<file path="config.mk">
export PLATFORM = sky130hd
export DESIGN_NAME = gol_grid_scanner
export DESIGN_NICKNAME = d
export VERILOG_FILES = /design/src/rtl/gol_grid_scanner.sv
export SDC_FILE = /design/constraint.sdc
export NUM_CORES = 1
export LEC_CHECK = 0
export BUFFER_PORTS_ARGS = -buffer_cell sky130_fd_sc_hd__buf_2
export CAP_MARGIN = 10
export CORE_MARGIN = 5
export CORE_UTILIZATION = 40
export CTS_BUF_LIST = sky130_fd_sc_hd__clkbuf_8
export CTS_CLUSTER_SIZE = 14
export DETAILED_ROUTE_END_ITERATION = 7
export PLACE_DENSITY = 0.64
export REMOVE_ABC_BUFFERS = 1
export SLEW_MARGIN = 15
export SYNTH_ARGS = -nofsm -noshare
export SYNTH_HDL_FRONTEND = slang
export SYNTH_SLANG_ARGS = --single-unit
export TNS_END_PERCENT = 10
</file>
<file path="constraint.sdc">
create_clock -name clk -period 5.5 [get_ports clk]
set_input_delay 0.275 -clock clk [delete_from_list [all_inputs] [get_ports clk]]
set_output_delay 0.275 -clock clk [all_outputs]
set_load 0.01 [all_outputs]
</file>
<file path="src/rtl/gol_grid_scanner.sv">
// Game-of-Life grid scanner: latches a generation at frame boundaries and drives it row by row onto an LED matrix.
// Optional ROW_BLANK_EN inserts BLANK_CYCLES dark clocks after every row (anti-ghosting).
module gol_grid_scanner #(
    parameter int ROWS         = 8,
    parameter int COLS         = 8,
    parameter int DWELL        = 4,
    parameter int BLANK_CYCLES = 1
) (
    input  logic                 clk,
    input  logic                 reset,
    input  logic                 enable,
    input  logic [ROWS*COLS-1:0] grid_in,
    input  logic                 grid_valid,
    output logic                 grid_ack,
    output logic [ROWS-1:0]      row_sel,
    output logic [COLS-1:0]      col_data,
    output logic                 frame_done
);

    localparam int N  = ROWS * COLS;
    localparam int RW = (ROWS > 1) ? $clog2(ROWS) : 1;
    localparam int CW = $clog2(DWELL + BLANK_CYCLES + 1);

`ifdef ROW_BLANK_EN
    typedef enum logic [1:0] {IDLE, SCAN, BLANK} state_t;
`else
    typedef enum logic [1:0] {IDLE, SCAN} state_t;
`endif

    state_t          state, state_d;
    logic [RW-1:0]   row, row_d;
    logic [CW-1:0]   cnt, cnt_d;
    logic [N-1:0]    snap, snap_d;
    logic            ack_d, done_d, frame_end;
    logic [ROWS-1:0] row_sel_d;
    logic [COLS-1:0] col_data_d;
    int              base;

    always_ff @(posedge clk or posedge reset) begin
        if (reset) begin
            state      <= IDLE;
            row        <= '0;
            cnt        <= '0;
            snap       <= '0;
            grid_ack   <= 1'b0;
            frame_done <= 1'b0;
            row_sel    <= '0;
            col_data   <= '0;
        end else begin
            state      <= state_d;
            row        <= row_d;
            cnt        <= cnt_d;
            snap       <= snap_d;
            grid_ack   <= ack_d;
            frame_done <= done_d;
            row_sel    <= row_sel_d;
            col_data   <= col_data_d;
        end
    end

    always_comb begin
        state_d    = state;
        row_d      = row;
        cnt_d      = cnt;
        snap_d     = snap;
        ack_d      = 1'b0;
        done_d     = 1'b0;
        frame_end  = 1'b0;
        row_sel_d  = '0;
        col_data_d = '0;
        base       = 0;

        unique case (state)
            IDLE: begin
                if (enable && grid_valid) begin
                    snap_d  = grid_in;
                    ack_d   = 1'b1;
                    state_d = SCAN;
                    row_d   = '0;
                    cnt_d   = '0;
                end
            end
            SCAN: begin
                if (cnt == CW'(DWELL - 1)) begin
                    cnt_d = '0;
`ifdef ROW_BLANK_EN
                    state_d = BLANK;
`else
                    if (row == RW'(ROWS - 1))
                        frame_end = 1'b1;
                    else
                        row_d = row + RW'(1);
`endif
                end else begin
                    cnt_d = cnt + CW'(1);
                end
            end
`ifdef ROW_BLANK_EN
            BLANK: begin
                if (cnt == CW'(BLANK_CYCLES - 1)) begin
                    cnt_d   = '0;
                    state_d = SCAN;
                    if (row == RW'(ROWS - 1))
                        frame_end = 1'b1;
                    else
                        row_d = row + RW'(1);
                end else begin
                    cnt_d = cnt + CW'(1);
                end
            end
`endif
            default: state_d = IDLE;
        endcase

        // A pending generation is taken even when enable has dropped.
        if (frame_end) begin
            done_d = 1'b1;
            row_d  = '0;
            cnt_d  = '0;
            if (grid_valid) begin
                snap_d  = grid_in;
                ack_d   = 1'b1;
                state_d = SCAN;
            end else if (enable) begin
                state_d = SCAN;
            end else begin
                state_d = IDLE;
            end
        end

        if (state_d == SCAN) begin
            base       = int'(row_d) * COLS;
            row_sel_d  = ROWS'(1) << row_d;
            col_data_d = snap_d[base +: COLS];
        end
    end

endmodule

</file>
; Word level (Yosys, flattened, before mapping)
; Cells that the tools add are included.
; W data, S select, Z words.
[word_totals]
register_bits = 90
wordCells = 49
input_bits = 68
output_inout_bits = 18
[op_classes]
shifts = 2
eq_ne = 5
add_sub_neg = 2
mux = 28
reduce_logical = 4
[op_table]
columns = cell, count
row1 = $mux W64, 4
row2 = $shiftx A64 B7 Y8, 1
row3 = $mux W3, 7
row4 = $mux W8, 2
row5 = $pmux W3 S2, 2
row6 = $mux W1, 10
row7 = $shl A1 B3 Y8 const A, 1
row8 = $add A3 B1 Y3 const B, 2
row9 = $eq A2 B1 Y1 const B, 2
row10 = $mux W2, 2
row11 = $pmux W2 S2, 1
row12 = $eq A3 B2 Y1 const B, 1
row13 = $eq A3 B3 Y1 const B, 1
row14 = $ne A3 B3 Y1 const B, 1
row15 = $reduce_bool A3 Y1, 1
row16 = $logic_not A2 Y1, 1
row17 = $reduce_and A2 Y1, 1
row18 = $logic_and A1 B1 Y1, 1

; Logic depth before layout (Yosys ltp)
; Gate-level depths: netlist of the first run.
[logic_depth]
ltp_word = 7
depth_mapped = 10
depth_no_buf = 7

; Least setup slack after synthesis of the first run
; OpenSTA, ideal clock, no wires.
[synth_path]
kind = reg2reg
start = register cnt[0]
end = register col_data[2]
path_stages_with_launch = 10
period_less_slack_ns = 2.272
path_buffers = 2
arrival_time_ns = 2.113
setup_ns = 0.159
path_slack_ns = 3.228
required_time_ns = 5.341
path_cell_list = dfrtp_1 -> ha_1 -> nor4bb_1 -> buf_2 -> buf_2 -> nand2_1 -> a2111oi_0 -> a2111oi_2 -> a31oi_1 -> o211ai_1
[synth_via]
elab_chain_cells = 6
elab_cells_between_ends = 11
classes_between = eq/ne (2) / shift (1) / mux (8)
[synth_lines]
columns = element, line_no
row1 = from (decl), 32  ; logic [CW-1:0] cnt, cnt_d;
row2 = from (signal assigned), 52  ; cnt <= cnt_d;
row3 = $eq A3 B2 Y1 (*), 84  ; if (cnt == CW'(DWELL - 1)) begin
row4 = $mux W3 / $mux W1 (equally long branches), 84
row5 = $pmux W3 S2 / $mux W1 (equally long branches), 73  ; unique case (state)
row6 = $mux W3 (tied with other cells), 116  ; if (frame_end) begin
row7 = $shiftx A64 B7 Y8 / $eq A2 B1 Y1 (equally long branches), "134, 131"
row8 = $mux W8 (*), 131  ; if (state_d == SCAN) begin
row9 = via col_data_d[2], 36  ; logic [COLS-1:0] col_data_d;
row10 = to (signal assigned), 57  ; col_data <= col_data_d;
row11 = to (decl), 16  ; output logic [COLS-1:0] col_data,
; The timed path passes the listed nets; every way through them passes the cells marked *.
; A chain may end at the register's enable or synchronous reset.

; Worst setup path after layout of the first run
[layout_path]
start = register state[1]
end = register col_data[0]
[layout_via]
elab_chain_cells = 6
elab_cells_between_ends = 14
classes_between = eq/ne (2) / shift (1) / mux (10) / reduce/logical (1)
[layout_lines]
columns = element, line_no
row1 = from (decl), 30  ; state_t state, state_d;
row2 = from (signal assigned), 50  ; state <= state_d;
row3 = $logic_not A2 Y1, 73
row4 = $mux W64, 73
row5 = $mux W64, 120  ; if (grid_valid) begin
row6 = $mux W64, 116
row7 = $shiftx A64 B7 Y8, 134  ; col_data_d = snap_d[base +: COLS];
row8 = $mux W8 (*), 131
row9 = via col_data_d[0], 36
; Marked as above.

==> results of run 1 <==
## tightest hold or removal path: cells and delay by family
family	cells	cell delay, ns
buf+inv	1	0.07
simple gates	2	0.09
## state kept, by name, indices dropped and copies added, names as in the netlist
register	cells
row	3
row_sel	8
grid_ack	1
col_data	8
cnt	3
frame_done	1
snap	64
state	2
## area by class of cell
type,count,area share (%)
inverters,15,1.17
clock buffers,11,3.07
clock inverters,4,0.381
repair buffers,89,9.32
well taps,136,3.45
flip-flops and latches,90,45.7
multi-input cells,291,36.9
## cell families after synthesis
group / after synthesis / share of synthesized area, %
DFF: 90 / 53.7
other: 1 / 0.0894
AOI/OAI and AO/OA: 76 / 13.1
buffers and inverters: 38 / 3.85
and+or+nand+nor: 173 / 18.3
adders and majority gates: 2 / 0.597
muxes: 39 / 10.4
## power by group
group / internal (mW) / total, mW / switching [mW] / leakage (nW)
clock: 0.183 / 0.409 / 0.226 / 0.0961
combinational: 0.120 / 0.265 / 0.144 / 1.14
sequential: 0.788 / 0.844 / 0.0558 / 1.14
## per-stage QoR
step	instances	util [%]	cell area (µm²)	setup slack (ns)	hold slack [ns]
6_report	636	47.9	4930	2.25	0.0957
5_1_grt	636	47.9	4930	1.99	0.0900
4_1_cts	636	47.9	4920	2.31	0.0880
3_5_place_dp	621	46.3	4750	2.33	0.467
3_3_place_gp	621	46.3	4750	2.35	0.464
2_1_floorplan	396	-	4090	0.931	0.380
## metal layers
layer / global-route usage (%) / vias up / part of all wire [%]
met3: 3.77 / 24 / 5.4
met4: 10.6 / 0 / 3.5
met1: 21.1 / 1636 / 44
li1: - / 1613 / -
met5: 0 / - / 0
met2: 27.5 / 101 / 47
## final timing paths
kind | startpoint | end | slack [ns] | depth (start not counted)
min in group asynchronous | reset | snap[54] | 0.12 | 3
hold reg to reg | snap[50] | snap[50] | 0.48 | 2
max in group asynchronous | reset | row_sel[4] | 4.84 | 3
hold / removal | grid_in[52] | snap[52] | 0.1 | 3
setup reg to reg | state[1] | col_data[0] | 2.25 | 6
setup / recovery | state[1] | col_data[0] | 2.25 | 6
## placed cells by master (no fill, tap or decap), types with 3 or more instances in the layout
cell / count
nand2_1: 119
a21oi_1: 15
nor2b_1: 3
clkbuf_8: 11
nand3_1: 9
o21ai_0: 6
a2111oi_0: 8
nor2_1: 10
mux2i_1: 3
clkinv_2: 4
a31oi_1: 14
dfrtp_1: 90
a2111oi_2: 6
mux2_1: 21
buf_4: 3
buf_2: 85
and3_1: 9
o211ai_1: 6
inv_1: 13
nand4_1: 8
o21ai_1: 6
mux2_2: 15
==> summary.md, run 1 <==
| Metric | Value |
|---|---|
| Clk_lat worst skew | 0.37 ns |
| Count leader, synth | nand2_1 |
| Hold Fails Final Rpt | 0 |
| Fmax | 308 MHz |
| Max-Cap Viols | 0 |
| Post-Syn Instances | 419 |
| DIE WIDTH | 112 µm |
| ANT cells | 0 |
| Final wirelength | 10500 µm |
| Nets@finish | 566 |
| PD cells | 308 mW/mm² |
| Clk sinks | 90 |
| Tmin final | 3.25 ns |
| Setup TNS | 0 ns |
| RSZ-0062 raised after global routing | false |
| Total core area | 0.0103 mm² |
| Overall power | 1.52 mW |
| CTS resizes | 0 |
| Dominant cell type by area after synthesis | dfrtp_1 |
| IO Port Bufs | 85 |
| Number of synthesis warnings | 0 |
| Commonest cells in the netlist | nand2_1 (119), dfrtp_1 (90), mux2_1 (21) |
| Status | completed |
| HPWL after DPL | 7120 µm |
| Htree depth | 3 |
| Layout cells sized above 1 | 26.6% |
| Worst setup SP type | flip-flop |
| Crit-path cells | nor4bb_4 -> a211oi_1 -> o21ai_1 -> a31oi_1 -> a21oi_1 -> o221ai_1 |
| CTS root buf | clkbuf_8 |
| Fin crit share | 59.1% |
| Io pins | 86 |
| Detail Route Antenna Nets | 0 |
| Largest net degree at the start of global routing | 91 |
| Site row count | 37 |
| GRT Total Usage | 17.2% |
| Worst path top cell family by delay | compound AO/OA/AOI/OAI gates |
| Dominant cells by area after synthesis | dfrtp_1 (54%), nand2_1 (11%), mux2_1 (5.6%), mux2_2 (4.0%), a2111oi_2 (2.1%) |
| Initial antenna violation count | 0 |
| Worst Hold Class | in -> reg |
| Worst-path clk slew | 0.08 ns |
| Synthesized area per cell | 10.0 µm² |
| Register area share after synthesis | 53.7% |
| Pleak | 2.37 nW |
| Detailed-route DRC error count | 0 |
| Slew Limit Fails | 0 |
| Max incr delay on CP | 1.00 ns |
| CP max-delay cell | o21ai_1 |
| Routed via count | 3374 |
| Worst clock skew | 0.00566 ns |
| Sequential cell area | 0.00225 mm² |
| Worst Path Max Fanout | 19 |
| Multi-input logic area | 0.00182 mm² |
| Register bit total from synthesis | 90 |
| RePlAce Congestion | 0.789 |
| Slew HR | 18.6% |
| Layout fillers | 1015 |
| Most used DFF post-synth | dfrtp_1 |
| Vias in the first global route | 3561 |
| Synth-to-layout area growth | 17.5% |
| Gr ovfl total | 0 |
| CP Class | reg -> reg |
| CP required | 5.68 ns |
| Die Footprint | 0.0126 mm² |
| Maximum vdd ir drop | 119 µV |
| Clk buf depth | 2 |
| CTS Buf Count | 9 |
| Top cell type's share of synthesized area | 53.7% |
| Worst-Margin Slew | 1.21 ns |
| DRT Pass-1 Iters | 6 |
| Initial Util | 40.8% |
| Global-route wire length before repair | 17200 µm |
| Worst setup EP type | flip-flop |
| Distinct cells, synth | 46 |
| Buffer and inverter count on the worst path | 0 |
| Setup violations, final | 0 |
| CTS tree | done |
| Cell area after synthesis | 0.00419 mm² |
| Iter 0 DRT Violations | 109 |
| Die Ht | 112 µm |
| Hold_buf cts | 0 |
| Wire per inst | 16.5 µm |
| Number of flops mapped to enable cells by yosys | 0 |
| Post-synth ARST share | 100% |
| Post-CTS Setup Bufs | 0 |
| Worst endpoint data arrival time | 3.43 ns |
| Vias per cell | 5.31 |
(Power assumes the default switching activity.)
==> inputs of run 2 (changes only) <==
clock period = 3.2 ns   (was 5.5 ns; I/O delays follow)
==> summary.md, run 2 (synthesized netlist as in run 1, its figures left out) <==
| Metric | Value |
|---|---|
| Status | completed |
| DRT Pass-1 Iters | 4 |
| CTS tree | done |
| Fmax | 359 MHz |
| CTS Buf Count | 9 |
| Die Footprint | 0.0126 mm² |
| Reg-to-reg slack, setup | 0.42 ns |
| PD cells | 543 mW/mm² |
| Hold_buf cts | 14 |
| CP Class | reg -> reg |
| Largest net degree at the start of global routing | 48 |
| Worst endpoint data arrival time | 3.05 ns |
| CP required | 3.46 ns |
| Htree depth | 3 |
| Clk sinks | 90 |
| GRT Total Usage | 17.2% |
| Worst Hold Class | in -> reg |
| Final Util | 50.6% |
| RePlAce Congestion | 0.922 |
| Detailed-route DRC error count | 0 |
| Total core area | 0.0103 mm² |
| Setup violations, final | 0 |
| Clk network pwr share | 31.8% |
| Clk_lat worst skew | 0.35 ns |
| Hold Fails Final Rpt | 0 |
| Pleak | 2.50 nW |
| Commonest non-fill, non-tap cell in the layout | nand2_1 |
| Slew HR | 27.9% |
| Layout cells sized above 1 | 26.7% |
| Flop pwr share | 51.4% |
| Biggest register | snap |
| Slew Limit Fails | 0 |
| RSZ-0062 raised after global routing | false |
| Initial antenna violation count | 0 |
| Global-route wire length before repair | 17400 µm |
| Multi-input logic area | 0.00182 mm² |
| Crit path from | state[1] |
| Final hold slack | 0.00663 ns |
| Max reg flops | 64 |
| P_int | 2.09 mW |
| Max-Cap Viols | 0 |
| Hold Crit Start | grid_in[56] |
| ANT cells | 0 |
| Vias in the first global route | 3573 |
| Sw frac | 26.1% |
| Max incr delay on CP | 0.61 ns |
| Biggest regs | snap (64), col_data (8), row_sel (8) |
| Comb power frac | 16.8% |
| Setup TNS | 0 ns |
| Routed via count | 3408 |
| Sw power | 737 µW |
| Worst clock skew | 0.00720 ns |
| Fin crit share | 87.0% |
| DIE WIDTH | 112 µm |
| Post-CTS Setup Bufs | 0 |
| Synth-to-layout area growth | 24.0% |
| HPWL after DPL | 7390 µm |
| Vias per cell | 5.20 |
| Worst setup SP type | flip-flop |
| Site row count | 37 |
| Worst setup EP type | flip-flop |
| Worst Path Max Fanout | 12 |
| Worst-Margin Slew | 1.07 ns |
| Crit-path cells | nand4bb_1 -> or4_1 -> a21o_1 -> a2111oi_1 -> a21oi_1 -> o221ai_1 |
| Initial Util | 40.8% |
| Layout fillers | 970 |
| Clk buf depth | 2 |
| Worst-path clk slew | 0.08 ns |
| R2r startpoint | state[1] |
| Placed cell area | 0.00483 mm² |
| Die Ht | 112 µm |
| Detail Route Antenna Nets | 0 |
| CP max-delay cell | a2111oi_1 |
| Tmin final | 2.78 ns |
| Final instance area | 0.00520 mm² |
| Sequential cell area | 0.00225 mm² |
| CTS root buf | clkbuf_8 |
| CTS resizes | 0 |
| Iter 0 DRT Violations | 178 |
| Io pins | 86 |
| Wire per inst | 16.1 µm |
| IO Port Bufs | 85 |
| Gr ovfl total | 0 |
| Most frequent cells in the layout | nand2_1 (119), dfrtp_1 (90), buf_2 (85) |
| Nets@finish | 585 |
| Maximum vdd ir drop | 185 µV |
| Final wirelength | 10600 µm |
-- run 2: cell types whose count changed in the layout (fill, tap and decap cells not counted), sizes merged --
cell / change
dlygate4sd3: +14
buf: +5
clkbuf: -2
bufinv: +3
-- run 2: power by group through the flow --
stage / sequential, mW / clock, mW / combinational, mW
6_report: 1.45 / 0.897 / 0.475
5_1_grt: 1.47 / 0.979 / 0.537
4_1_cts: 1.45 / 0.924 / 0.480
3_5_place_dp: 1.48 / 0 / 0.465
3_3_place_gp: 1.47 / 0 / 0.450
2_1_floorplan: 1.45 / 0 / 0.306
-- run 2: metrics by stage --
| stage | cells | power, mW | worst slack [ns] |
|---|---|---|---|
| 6_report | 656 | 2.83 | 0.416 |
| 3_3_place_gp | 626 | 1.92 | 0.542 |
| 3_5_place_dp | 626 | 1.94 | 0.448 |
| 2_1_floorplan | 396 | 1.76 | -1.37 |
| 4_1_cts | 656 | 2.86 | 0.438 |
| 5_1_grt | 656 | 2.99 | 0.209 |
-- run 2: worst max-delay path, delay by kind of cell (launching register included) --
family          cells  cell delay (ns)
compound gates      4             1.24
flops               1             0.48
simple gates        2             0.97
-- run 2: layout make-up --
| class | count | area share, % |
|---|---|---|
| clock inverters | 7 | 2.09 |
| well taps | 136 | 3.27 |
| multi-input cells | 291 | 35.0 |
| clock buffers | 9 | 2.38 |
| flip-flops and latches | 90 | 43.3 |
| inverters | 15 | 1.11 |
| repair buffers | 108 | 12.9 |
-- run 2: worst paths after layout --
path | endpoint | cells after the start
min reg2reg | snap[51] | 2
max | col_data[0] | 6
max in group asynchronous | snap[31] | 4
min | snap[56] | 3
min in group asynchronous | snap[54] | 3
max reg2reg | col_data[0] | 6
-- run 2: layer usage --
layer	up-vias	part of all wire (%)	global-route usage, %
met5	-	0	0
met1	1639	44	21.8
met2	101	49	28.2
li1	1655	-	-
met4	0	1.9	6.65
met3	13	5.1	4.31
